`src/rtl/rb_serializer.sv`:
```
// rtl/rb_serializer.sv - register-bank reader and 21-bit packet serializer
//
// Reads all 8 words of register bank RB1 and sends each word as one 21-bit
// serial packet, {addr[2:0], data[17:0]}, MSB first. Packets are spaced 22
// cycles apart: 21 cycles with sen=1, then 1 gap cycle. After the eighth
// packet the block parks in DONE with S1_done=1 until reset.
//
// Ports:
//   clk      in   clock, rising edge
//   rst      in   synchronous active-low reset
//   RB1_RW   out  register-bank read/write select, tied to 1 (read)
//   RB1_A    out  [2:0]  register-bank word address
//   RB1_Q    in   [17:0] register-bank read data, valid one cycle after RB1_A
//   sen      out  serial enable, 1 for every packet bit
//   sd       out  serial data, forced to 0 whenever sen=0
//   S1_done  out  high once all 8 packets are sent
//
// Build option:
//   S1_REVERSE_ORDER_EN  when defined, words are sent 7,6,...,0;
//                        otherwise 0,1,...,7. Timing is the same in both.

module rb_serializer (
    input  logic        clk,
    input  logic        rst,
    output logic        RB1_RW,
    output logic [2:0]  RB1_A,
    input  logic [17:0] RB1_Q,
    output logic        sen,
    output logic        sd,
    output logic        S1_done
);

`ifdef S1_REVERSE_ORDER_EN
    localparam logic [2:0] START_ADDR = 3'd7;
    localparam logic       ADDR_DOWN  = 1'b1;
`else
    localparam logic [2:0] START_ADDR = 3'd0;
    localparam logic       ADDR_DOWN  = 1'b0;
`endif

    localparam logic [4:0] LAST_BIT  = 5'd20;
    localparam logic [4:0] PREF_BIT  = 5'd1;   // second SEND cycle: RB1_Q holds the next word
    localparam logic [3:0] NUM_PKTS  = 4'd8;
    localparam logic [3:0] LAST_PKT  = 4'd7;

    typedef enum logic [2:0] {
        PREP_A,
        PREP_Q,
        SEND,
        GAP,
        DONE
    } state_t;

    state_t      state_q,   state_d;
    logic [4:0]  bit_cnt_q, bit_cnt_d;
    logic [3:0]  pkt_cnt_q, pkt_cnt_d;
    logic [2:0]  addr_q,    addr_d;
    logic [20:0] shift_q,   shift_d;
    logic [17:0] pref_q,    pref_d;

    function automatic logic [2:0] step_addr(input logic [2:0] a);
        return ADDR_DOWN ? (a - 3'd1) : (a + 3'd1);
    endfunction

    always_ff @(posedge clk) begin
        if (!rst) begin
            state_q   <= PREP_A;
            bit_cnt_q <= '0;
            pkt_cnt_q <= '0;
            addr_q    <= START_ADDR;
            shift_q   <= '0;
            pref_q    <= '0;
        end else begin
            state_q   <= state_d;
            bit_cnt_q <= bit_cnt_d;
            pkt_cnt_q <= pkt_cnt_d;
            addr_q    <= addr_d;
            shift_q   <= shift_d;
            pref_q    <= pref_d;
        end
    end

    // addr_q is always the address on RB1_A. Once a packet is loaded into
    // the shifter, addr_q moves on to the following word so its data can be
    // prefetched while the current packet is still shifting out.
    always_comb begin
        state_d   = state_q;
        bit_cnt_d = bit_cnt_q;
        pkt_cnt_d = pkt_cnt_q;
        addr_d    = addr_q;
        shift_d   = shift_q;
        pref_d    = pref_q;

        unique case (state_q)
            PREP_A: begin
                state_d = PREP_Q;
            end

            PREP_Q: begin
                shift_d   = {addr_q, RB1_Q};
                addr_d    = step_addr(addr_q);
                bit_cnt_d = '0;
                state_d   = SEND;
            end

            SEND: begin
                shift_d = {shift_q[19:0], 1'b0};
                if (bit_cnt_q == PREF_BIT) begin
                    pref_d = RB1_Q;
                end
                if (bit_cnt_q == LAST_BIT) begin
                    bit_cnt_d = '0;
                    if (pkt_cnt_q < NUM_PKTS) begin
                        pkt_cnt_d = pkt_cnt_q + 4'd1;
                    end
                    state_d = GAP;
                end else begin
                    bit_cnt_d = bit_cnt_q + 5'd1;
                end
            end

            GAP: begin
                if (pkt_cnt_q < NUM_PKTS) begin
                    shift_d = {addr_q, pref_q};
                    // The last packet's address stays on RB1_A into DONE.
                    if (pkt_cnt_q < LAST_PKT) begin
                        addr_d = step_addr(addr_q);
                    end
                    state_d = SEND;
                end else begin
                    shift_d = '0;
                    state_d = DONE;
                end
            end

            DONE: begin
                state_d = DONE;
            end

            default: begin
                state_d = PREP_A;
            end
        endcase
    end

    assign RB1_RW  = 1'b1;
    assign RB1_A   = addr_q;
    assign sen     = (state_q == SEND);
    assign sd      = sen & shift_q[20];
    assign S1_done = (state_q == DONE);

endmodule

```
`config.mk`:
```
export PLATFORM = sky130hd
export DESIGN_NAME = rb_serializer
export DESIGN_NICKNAME = d
export VERILOG_FILES = /design/src/rtl/rb_serializer.sv
export SDC_FILE = /design/constraint.sdc
export NUM_CORES = 1
export LEC_CHECK = 0
export BUFFER_PORTS_ARGS = -buffer_cell sky130_fd_sc_hd__buf_2
export CAP_MARGIN = 10
export CORE_ASPECT_RATIO = 1.5
export CORE_MARGIN = 3
export CORE_UTILIZATION = 60
export CTS_BUF_LIST = sky130_fd_sc_hd__clkbuf_16
export CTS_CLUSTER_DIAMETER = 150
export CTS_CLUSTER_SIZE = 10
export DETAILED_ROUTE_END_ITERATION = 6
export PLACE_DENSITY = 0.81
export SYNTH_ARGS = -nofsm -noshare
export SYNTH_HDL_FRONTEND = slang
export SYNTH_SLANG_ARGS = --single-unit
```
`constraint.sdc`:
```
create_clock -name clk -period 4.1 [get_ports clk]
set_input_delay 0.41 -clock clk [delete_from_list [all_inputs] [get_ports clk]]
set_output_delay 0.41 -clock clk [all_outputs]
set_load 0.1 [all_outputs]
```
==> impl_metrics.ini, run 1 <==
[logic_synthesis]
syn_nets = 357
synth-main-ff-cell = dfxtp_1
yosysUniqueCellTypes = 45
syn_inst = 332
synth.avg_cell_area_um2 = 8.17
synth_top_area_cell = dfxtp_1
yosysTopAreaCellShare = 0.399
synth.top_cells.by_area = dfxtp_1 (40%), a21oi_1 (11%), a22o_1 (5.5%)
synthArstFlopShare = 0
synth_common_cells = a21oi_1 (60), dfxtp_1 (54), o21ai_0 (27), nand3_1 (25)
synth_edf_count = 0
synth-seq-area-share = 0.399
syn-cell-area_mm2 = 0.00271
ys_ff_latch = 54
synth_most_common_cell = a21oi_1
yosysWarnings = 0

[worst_setup_path]
critPathKind = register to output port
cp_top_family = buffers and inverters
worst_path_largest_cell_delay_ns = 0.56
cp-end-kind = output port
worstPathCellList = buf_4 > or3b_4 > clkinv_1 > buf_4 > buf_2
crit_fanout = 49
crit_required_ns = 3.69
worst-path-buf-inv = 4
r2r_setup_slack_ns = 1.90
cpMaxStageDelayCell = or3b_4
reg2reg_depth = 6
reg2reg_to = pref_q[6]$_SDFFE_PN0P_
cp.arrival_ns = 2.57
cp-startpoint = state_q[1]$_SDFFE_PN0P_
crit_path_end = sen
cp.depth = 5
crit_path_start_kind = register
cp_common_cell = buf_4
timing.rr.start = state_q[1]$_SDFFE_PN0P_

[detailed_routing]
via_per_inst = 6.25
ant_nets = 0
vias = 2395
detail_route.wl_per_cell_um = 15.5
wl_um = 5940
drt_iter0_markers = 83
firstDrtPassIters = 5
drc = 0

[power_and_ir_drop]
p_leak_nw = 1.13
p_per_area_mw_per_mm2 = 453
finalPower_mw = 1.34
ir_worst_vdd_uv = 419

[floorplanning]
design.die.area_mm2 = 0.00538
io-pin-count = 27
die_w_um = 60.9
core_mm2 = 0.00428
die_h_um = 88.3
num_rows = 29
start_util = 0.633

[layout]
final_net_count = 361
final_area_mm2 = 0.00296
fillers = 378
drive_above_1_share = 0.134
syn_to_final_growth_pct = 9.28
n_antenna_cell = 0

[sta]
finalHoldViolCount = 0
relSlewSlack = 0.359
drv_slew = 0
worstMarginPinSlew_ns = 0.958
setup_viol = 0
rsz0062_at_grt = false
finalClockSkew_ns = 0.00821
min_period_over_period = 0.727
fin_tns_setup_ns = 0
max_freq_ghz = 0.336
finalCriticalPeriod_ns = 2.98

[cts]
cts-htree-levels = 2
cts_hold_buf = 0
ctsResizeCount = 0
cts_root_buf = clkbuf_16
cts_tree = yes
cts_sinks = 54
postCtsSetupRepairBufs = 0
clk_latency_ns = 0.29
numCtsBuffers = 5
clk_pin_slew_ns = 0.07
clk_path_buf_depth = 2

[grt]
globalRouteOverflowTotal = 0
antenna_found_initial = 0
track_usage = 0.245
grt_pass1_vias = 2400
grt_pass1_wl_um = 10300
grt_max_degree = 50

[outcome]
status = complete, no violations

[worst_hold_path]
hp-class = primary input to register

[placed_design]
gp_congestion = 0.731
dpl.hpwl_um = 3710
placed_cell_area_mm2 = 0.00277
numPortBuffers = 25

[flow_run]
maxCapViolCount = 0
-- registers in the layout, indices dropped and copies added, names as in the netlist --
register,flops
shift_q,21
pref_q,18
bit_cnt_q,5
pkt_cnt_q,4
RB1_A,3
state_q,3
-- per-stage QoR --
step                      utilization  setup slack [ns]  cells  hold WS [ns]
after global routing            0.692             0.996    383         0.386
after detailed placement        0.648              1.49    375         0.468
after global placement          0.648              1.52    375         0.462
final                           0.692              1.12    383         0.380
after floorplan                     -              1.49    332         0.450
after CTS                       0.692              1.12    383         0.378
-- metal layers --
layer	global-route usage	up-vias	routed length, µm
met5	0	-	0
met1	0.286	1162	2560
met4	0.0888	0	65
met2	0.439	41	3130
met3	0.0394	6	187
li1	-	1186	-
-- worst min-delay path by stage --
stage | end | slack, ns | cells after the start | from
6_report | pref_q[1]$_SDFFE_PN0P_ | 0.38 | 3 | RB1_Q[1]
5_1_grt | pref_q[1]$_SDFFE_PN0P_ | 0.39 | 3 | RB1_Q[1]
4_1_cts | pref_q[12]$_SDFFE_PN0P_ | 0.38 | 3 | RB1_Q[12]
3_5_place_dp | pref_q[0]$_SDFFE_PN0P_ | 0.47 | 2 | pref_q[0]$_SDFFE_PN0P_
3_3_place_gp | RB1_A[2]$_SDFFE_PN0P_ | 0.46 | 2 | RB1_A[2]$_SDFFE_PN0P_
2_1_floorplan | pkt_cnt_q[2]$_SDFFE_PN0P_ | 0.45 | 2 | pkt_cnt_q[2]$_SDFFE_PN0P_
-- cell families after synthesis --
family	after synthesis	share of synthesized area
AOI/OAI and AO/OA	135	0.300
xor gates and xnor gates	3	0.00969
adders and majority gates	5	0.0231
buffers and inverters	56	0.0886
DFF	54	0.399
muxes	2	0.00738
other	1	0.00138
and+or+nand+nor	76	0.171
-- cell type report --
class	instances	area, µm²	share of cell area
repair buffers	29	155	0.0524
flip-flops and latches	54	1080	0.365
multi-input cells	222	1390	0.469
inverters	24	90.1	0.0304
well taps	46	57.6	0.0194
clock inverters	3	63.8	0.0215
clock buffers	5	125	0.0422
-- power breakdown --
group	switching [mW]	internal, mW
clock	0.188	0.348
sequential	0.0184	0.560
combinational	0.144	0.0829
-- cell usage in the layout (no fill, tap or decap), types with 2 or more instances in the layout --
cell       instances
nand2_1            6
a22o_1            17
ha_1               5
buf_2             25
inv_1             22
bufinv_16          2
mux2i_1            2
nand3b_1           2
or4_1              2
xor2_1             2
clkinv_1           3
a211oi_1           2
a21oi_1           60
dfxtp_1           54
clkbuf_16          5
o21ai_1           10
nand4b_1           2
nor2_1             4
buf_4              4
a21bo_2            2
o22ai_1            3
o31ai_1            4
nand3_1           25
o221a_2            4
a2bb2oi_1          2
and2_1             2
and3_1             2
nand2b_1          22
o21ai_0           27
-- worst register-to-register path, cell delays in order, from the launching register on --
cell	delay (ns)
dfxtp_1	0.33
buf_4	0.37
or3b_4	0.56
clkinv_1	0.30
buf_4	0.26
nand3_1	0.10
a21oi_1	0.18
Note: power is estimated with default switching activity, not from simulation.
==> inputs of run 2 (changes only) <==
--- a/config.mk
+++ b/config.mk
@@ -9,12 +9,12 @@
 export CAP_MARGIN = 10
 export CORE_ASPECT_RATIO = 1.5
 export CORE_MARGIN = 3
-export CORE_UTILIZATION = 60
+export CORE_UTILIZATION = 58
 export CTS_BUF_LIST = sky130_fd_sc_hd__clkbuf_16
 export CTS_CLUSTER_DIAMETER = 150
 export CTS_CLUSTER_SIZE = 10
 export DETAILED_ROUTE_END_ITERATION = 6
-export PLACE_DENSITY = 0.81
+export PLACE_DENSITY = 0.79
 export SYNTH_ARGS = -nofsm -noshare
 export SYNTH_HDL_FRONTEND = slang
 export SYNTH_SLANG_ARGS = --single-unit
==> constraint.sdc (replaced) <==
create_clock -name clk -period 2.76 [get_ports clk]
set_input_delay 0.276 -clock clk [delete_from_list [all_inputs] [get_ports clk]]
set_output_delay 0.276 -clock clk [all_outputs]
set_load 0.1 [all_outputs]
==> run 2 against run 1 <==
Clock skew shrank 0.0046 ns. Utilization shrank 1.2 points. Largest cell class unchanged. Critical path depth shrank 1.
==> impl_metrics.ini, run 2 (synthesized netlist as in run 1, its figures left out) <==
[sta]
drv_slew = 0
fin_tns_setup_ns = 0
finalHoldViolCount = 0
rsz0062_at_grt = false
worstMarginPinSlew_ns = 0.620
finalClockSkew_ns = 0.00363
finalCriticalPeriod_ns = 2.09
max_freq_ghz = 0.479
min_period_over_period = 0.756
setup_viol = 0
whs_ns = 0.254
relSlewSlack = 0.586

[placed_design]
numPortBuffers = 25
gp_congestion = 0.857
placed_cell_area_mm2 = 0.00283
dpl.hpwl_um = 3840
dp.cells = 378

[grt]
antenna_found_initial = 0
grt_max_degree = 49
globalRouteOverflowTotal = 0
grt_pass1_wl_um = 10200
grt_pass1_vias = 2333
track_usage = 0.233

[layout]
final_cell_mix = a21oi_1 (60), dfxtp_1 (54), o21ai_0 (27), nand3_1 (25), inv_1 (24)
syn_to_final_growth_pct = 9.14
drive_above_1_share = 0.136
final_area_mm2 = 0.00296
n_antenna_cell = 0
mostFrequentLayoutCell = a21oi_1
largest_register = shift_q
fillers = 371
largest_reg_flops = 21
biggestRegsByFlops = shift_q (21), pref_q (18), bit_cnt_q (5)
instances_no_fill = 385
final_net_count = 364

[worst_setup_path]
crit_required_ns = 2.48
crit_path_start_kind = register
crit_fanout = 22
cpMaxStageDelayCell = or3b_4
worst_path_largest_cell_delay_ns = 0.37
cp-end-kind = output port
cp.arrival_ns = 1.81
reg2reg_depth = 5
r2r_setup_slack_ns = 0.92
timing.rr.start = bit_cnt_q[1]$_SDFFE_PN0P_
worstPathCellList = or3b_4 > clkinv_1 > and2_1 > buf_12
reg2reg_to = pref_q[7]$_SDFFE_PN0P_
critPathKind = register to output port

[cts]
clk_pin_slew_ns = 0.06
postCtsSetupRepairBufs = 0
cts_sinks = 54
ctsResizeCount = 0
numCtsBuffers = 5
clk_latency_ns = 0.29
cts-htree-levels = 2
cts_hold_buf = 0
clk_path_buf_depth = 2
cts_tree = yes
cts_root_buf = clkbuf_16

[worst_hold_path]
hold_end = pref_q[6]$_SDFFE_PN0P_
timing.hold.worst.start = RB1_Q[6]
holdPathStages = 3
hp-class = primary input to register

[floorplanning]
core_mm2 = 0.00435
die_h_um = 89.7
num_rows = 29
die_w_um = 61.8
io-pin-count = 27
start_util = 0.623
design.die.area_mm2 = 0.00555

[outcome]
status = complete, no violations

[power_and_ir_drop]
p_leak_nw = 1.14
p_per_area_mw_per_mm2 = 606
ir_worst_vdd_uv = 456

[detailed_routing]
firstDrtPassIters = 4
drt_iter0_markers = 138
drc = 0
vias = 2382
ant_nets = 0
via_per_inst = 6.19
wl_um = 5940
detail_route.wl_per_cell_um = 15.4

[flow_run]
maxCapViolCount = 0
run 2: cell count changes in the layout (fill, tap and decap cells not counted):
cell / change
buf_4: +3
buf_12: +2
buf_2: -2
bufinv_16: -2
inv_1: +2
clkinv_1: -1
run 2: worst max path at each step:
| stage | startpoint | to | cells past startpoint |
|---|---|---|---|
| 6_report | state_q[1]$_SDFFE_PN0P_ | sd | 4 |
| 5_1_grt | state_q[1]$_SDFFE_PN0P_ | sd | 4 |
| 4_1_cts | state_q[1]$_SDFFE_PN0P_ | sd | 4 |
| 3_5_place_dp | state_q[1]$_SDFFE_PN0P_ | sd | 4 |
| 3_3_place_gp | state_q[1]$_SDFFE_PN0P_ | sd | 4 |
| 2_1_floorplan | state_q[0]$_SDFFE_PN0P_ | sd | 4 |
run 2: layout make-up:
cell class	count	area, µm²	share of cell area
tap	46	57.6	0.0195
sequential	54	1080	0.365
inverter	24	90.1	0.0304
clock buffer	5	125	0.0423
multi-input combinational	222	1390	0.470
timing repair buffer	32	208	0.0702
clock inverter	2	7.51	0.00254
run 2: worst max-delay path, delay by kind of cell, from the launching register on:
family / cells / cell delay (ns)
buffers and inverters: 2 / 0.53
flip-flops: 1 / 0.31
AND/OR/NAND/NOR: 2 / 0.68
run 2: per-stage QoR:
step                worst slack (ns)  power (mW)  utilization
floorplan                      0.282        1.14            -
global placement               0.979        1.22        0.649
detailed placement             0.967        1.22        0.649
CTS                            0.655        1.80        0.680
global route                   0.562        1.88        0.680
finish                         0.673        1.79        0.680
run 2: layer usage:
metal | GRT usage | part of all wire | up-vias
li1 | - | - | 1194
met1 | 0.285 | 0.43 | 1124
met2 | 0.389 | 0.52 | 56
met3 | 0.0444 | 0.039 | 8
met4 | 0.0832 | 0.014 | 0
met5 | 0 | 0 | -
run 2: power by group:
group	switching [mW]	leakage (nW)	total (mW)	internal [mW]
Clock	0.260	0.0723	0.585	0.325
Combinational	0.215	0.623	0.348	0.133
Sequential	0.0268	0.441	0.859	0.833
==> inputs of run 3 (changes only) <==
--- a/config.mk
+++ b/config.mk
@@ -5,16 +5,17 @@
 export SDC_FILE = /design/constraint.sdc
 export NUM_CORES = 1
 export LEC_CHECK = 0
+export ABC_AREA = 1
 export BUFFER_PORTS_ARGS = -buffer_cell sky130_fd_sc_hd__buf_2
 export CAP_MARGIN = 10
 export CORE_ASPECT_RATIO = 1.5
 export CORE_MARGIN = 3
-export CORE_UTILIZATION = 58
+export CORE_UTILIZATION = 53
 export CTS_BUF_LIST = sky130_fd_sc_hd__clkbuf_16
 export CTS_CLUSTER_DIAMETER = 150
 export CTS_CLUSTER_SIZE = 10
 export DETAILED_ROUTE_END_ITERATION = 6
-export PLACE_DENSITY = 0.79
+export PLACE_DENSITY = 0.76
 export SYNTH_ARGS = -nofsm -noshare
 export SYNTH_HDL_FRONTEND = slang
 export SYNTH_SLANG_ARGS = --single-unit
==> constraint.sdc (replaced) <==
create_clock -name clk -period 1.8 [get_ports clk]
set_input_delay 0.18 -clock clk [delete_from_list [all_inputs] [get_ports clk]]
set_output_delay 0.18 -clock clk [all_outputs]
set_load 0.1 [all_outputs]
==> run 3 against run 2 <==
Global-route usage is 1.7 points lower. First-iteration DRC count shrank 15%. Combinational power increased by 100%. Sequential share of layout area shrank 0.92 points. Worst hold slack lost 0.12 ns. Via count rose by 4.4%. Count of clock-buffer cells in the layout stayed put. Power grew 76%. Die area grew 7.4%. Worst setup slack got worse by 0.59 ns. Area after synthesis down 1.2%. Critical path type unchanged. Critical endpoint unchanged.
==> impl_metrics.ini, run 3 <==
[layout]
fillers = 477
multiInputGateArea_mm2 = 0.00129
mostFrequentLayoutCell = nand2_1
n_antenna_cell = 0
final_net_count = 429
drive_above_1_share = 0.146
largest_register = shift_q
regArea_mm2 = 0.00108
biggestRegsByFlops = shift_q (21), pref_q (18), bit_cnt_q (5)
instances_no_fill = 471
final_cell_mix = nand2_1 (74), dfxtp_1 (54), a21oi_1 (45), inv_1 (44), nand3_1 (37)
largest_reg_flops = 21
finish.utilization = 0.626
syn_to_final_growth_pct = 13.3

[placed_design]
dp.cells = 463
dpl.hpwl_um = 4140
gp_congestion = 0.800
dp_slack_ns = 0.344
numPortBuffers = 25

[worst_setup_path]
crit_path_start_kind = register
cp-end-kind = output port
timing.rr.start = bit_cnt_q[1]$_SDFFE_PN0P_
reg2reg_to = pref_q[3]$_SDFFE_PN0P_
r2r_setup_slack_ns = 0.31
crit_required_ns = 1.62
crit_fanout = 22
reg2reg_depth = 6
critPathKind = register to output port
cp.arrival_ns = 1.54

[worst_hold_path]
hold_end = pref_q[9]$_SDFFE_PN0P_
hp-class = primary input to register
holdPathStages = 3
timing.hold.worst.start = RB1_Q[9]

[cts]
clk_path_buf_depth = 2
cts_root_buf = clkbuf_16
cts_tree = yes
ctsResizeCount = 0
clk_pin_slew_ns = 0.07
clk_latency_ns = 0.29
cts_sinks = 54
numCtsBuffers = 5
cts-htree-levels = 2
postCtsSetupRepairBufs = 0
cts_hold_buf = 0

[sta]
worstMarginPinSlew_ns = 0.491
fin_ws_ns = 0.0800
finalHoldViolCount = 0
max_freq_ghz = 0.581
drv_slew = 0
fin_tns_setup_ns = 0
rsz0062_at_grt = false
relSlewSlack = 0.669
min_period_over_period = 0.956
setup_viol = 0
finalCriticalPeriod_ns = 1.72
finalClockSkew_ns = 0.00545

[grt]
track_usage = 0.215
antenna_found_initial = 0
grt_max_degree = 39
grt_pass1_wl_um = 10200
grt_pass1_vias = 2252
globalRouteOverflowTotal = 0

[power_and_ir_drop]
seqPwrFrac = 0.434
clkPwrFrac = 0.344
ir_worst_vdd_uv = 511
power_switching_mw = 0.977
combPwrFrac = 0.222
p_per_area_mw_per_mm2 = 1040
p_sw_frac = 0.309
p_leak_nw = 1.35
internal-power_mw = 2.19

[detailed_routing]
detail_route.wl_per_cell_um = 12.7
drc = 0
firstDrtPassIters = 4
ant_nets = 0
drt_iter0_markers = 117
wl_um = 5980
vias = 2487
via_per_inst = 5.28

[logic_synthesis]
synth_common_cells = nand2_1 (74), dfxtp_1 (54), a21oi_1 (45), inv_1 (44), nand3_1 (37)
yosysTopAreaCellShare = 0.404
yosysUniqueCellTypes = 28
synth-seq-area-share = 0.404
synth_most_common_cell = nand2_1
synth_edf_count = 0
synth-main-ff-cell = dfxtp_1
syn_nets = 411
synth.avg_cell_area_um2 = 6.94
ys_ff_latch = 54
synth.top_cells.by_area = dfxtp_1 (40%), nand2_1 (10%), a21oi_1 (8.4%)
syn_inst = 386
synth_top_area_cell = dfxtp_1
synthArstFlopShare = 0
yosysWarnings = 0
syn-cell-area_mm2 = 0.00268

[floorplanning]
die_w_um = 64.1
io-pin-count = 27
core_mm2 = 0.00485
start_util = 0.553
design.die.area_mm2 = 0.00596
die_h_um = 93.1
num_rows = 31

[flow_run]
maxCapViolCount = 0

[outcome]
status = complete, no violations
run 3: cell types whose count changed in the layout (fill, tap and decap cells not counted), sizes merged, moves of 10 or more:
| cell | change |
|---|---|
| a22o | -17 |
| inv | +24 |
| nor3 | +20 |
| nor2 | +35 |
| nand3 | +14 |
| a21oi | -15 |
| nand2b | -22 |
| o21ai | -10 |
| nand2 | +70 |
run 3: logic make-up (layout without fill, tap and decap cells):
logic type | count (synthesis) | after routing | share of synthesized area
other cells | 1 | 1 | 0.00140
compound gates | 77 | 77 | 0.146
simple gates | 175 | 175 | 0.299
fa+ha+maj | 5 | 5 | 0.0234
buf+inv | 71 | 90 | 0.116
flops | 54 | 54 | 0.404
xor+xnor | 3 | 3 | 0.00981
run 3: critical path, stage by stage (launching register included):
cell and delay, ns:
dfxtp_1 0.34, inv_2 0.12, nor2_2 0.17, nand2_4 0.21, nor2_2 0.20, buf_12 0.19
run 3: area by class of cell:
class                   instances  share of cell area
repair buffers                 34              0.0775
well taps                      66              0.0272
clock buffers                   5              0.0412
clock inverters                 3              0.0132
multi-input cells             261               0.425
inverters                      48              0.0594
flip-flops and latches         54               0.356
run 3: power by group through the flow:
stage,clock [mW],combinational (mW),sequential (mW)
after CTS,1.10,0.706,1.37
after detailed placement,0,0.704,1.40
final,1.09,0.703,1.37
after global routing,1.15,0.790,1.39
after global placement,0,0.692,1.40
after floorplan,0,0.509,1.43
run 3: worst max path at each step:
| stage | startpoint | endpoint | slack (ns) |
|---|---|---|---|
| 2_1_floorplan | state_q[1]$_SDFFE_PN0P_ | sd | 0.03 |
| 3_3_place_gp | bit_cnt_q[0]$_SDFFE_PN0P_ | pref_q[1]$_SDFFE_PN0P_ | 0.42 |
| 6_report | state_q[1]$_SDFFE_PN0P_ | sd | 0.08 |
| 5_1_grt | state_q[1]$_SDFFE_PN0P_ | sd | 0.01 |
| 3_5_place_dp | bit_cnt_q[1]$_SDFFE_PN0P_ | pref_q[1]$_SDFFE_PN0P_ | 0.34 |
| 4_1_cts | state_q[1]$_SDFFE_PN0P_ | sd | 0.07 |
run 3: per-layer routing:
| metal | routed length [µm] | part of all wire | GRT usage | vias up |
|---|---|---|---|---|
| li1 | - | - | - | 1277 |
| met1 | 2560 | 0.43 | 0.249 | 1161 |
| met2 | 3170 | 0.53 | 0.389 | 38 |
| met3 | 155 | 0.026 | 0.0385 | 11 |
| met4 | 96 | 0.016 | 0.0775 | 0 |
| met5 | 0 | 0 | 0 | - |
run 3: through the flow:
step,hold slack [ns],area [µm²],power (mW)
global route,0.151,3040,3.32
floorplan,0.322,2680,1.94
CTS,0.139,3040,3.18
global placement,0.431,2870,2.09
finish,0.138,3040,3.16
detailed placement,0.437,2870,2.10
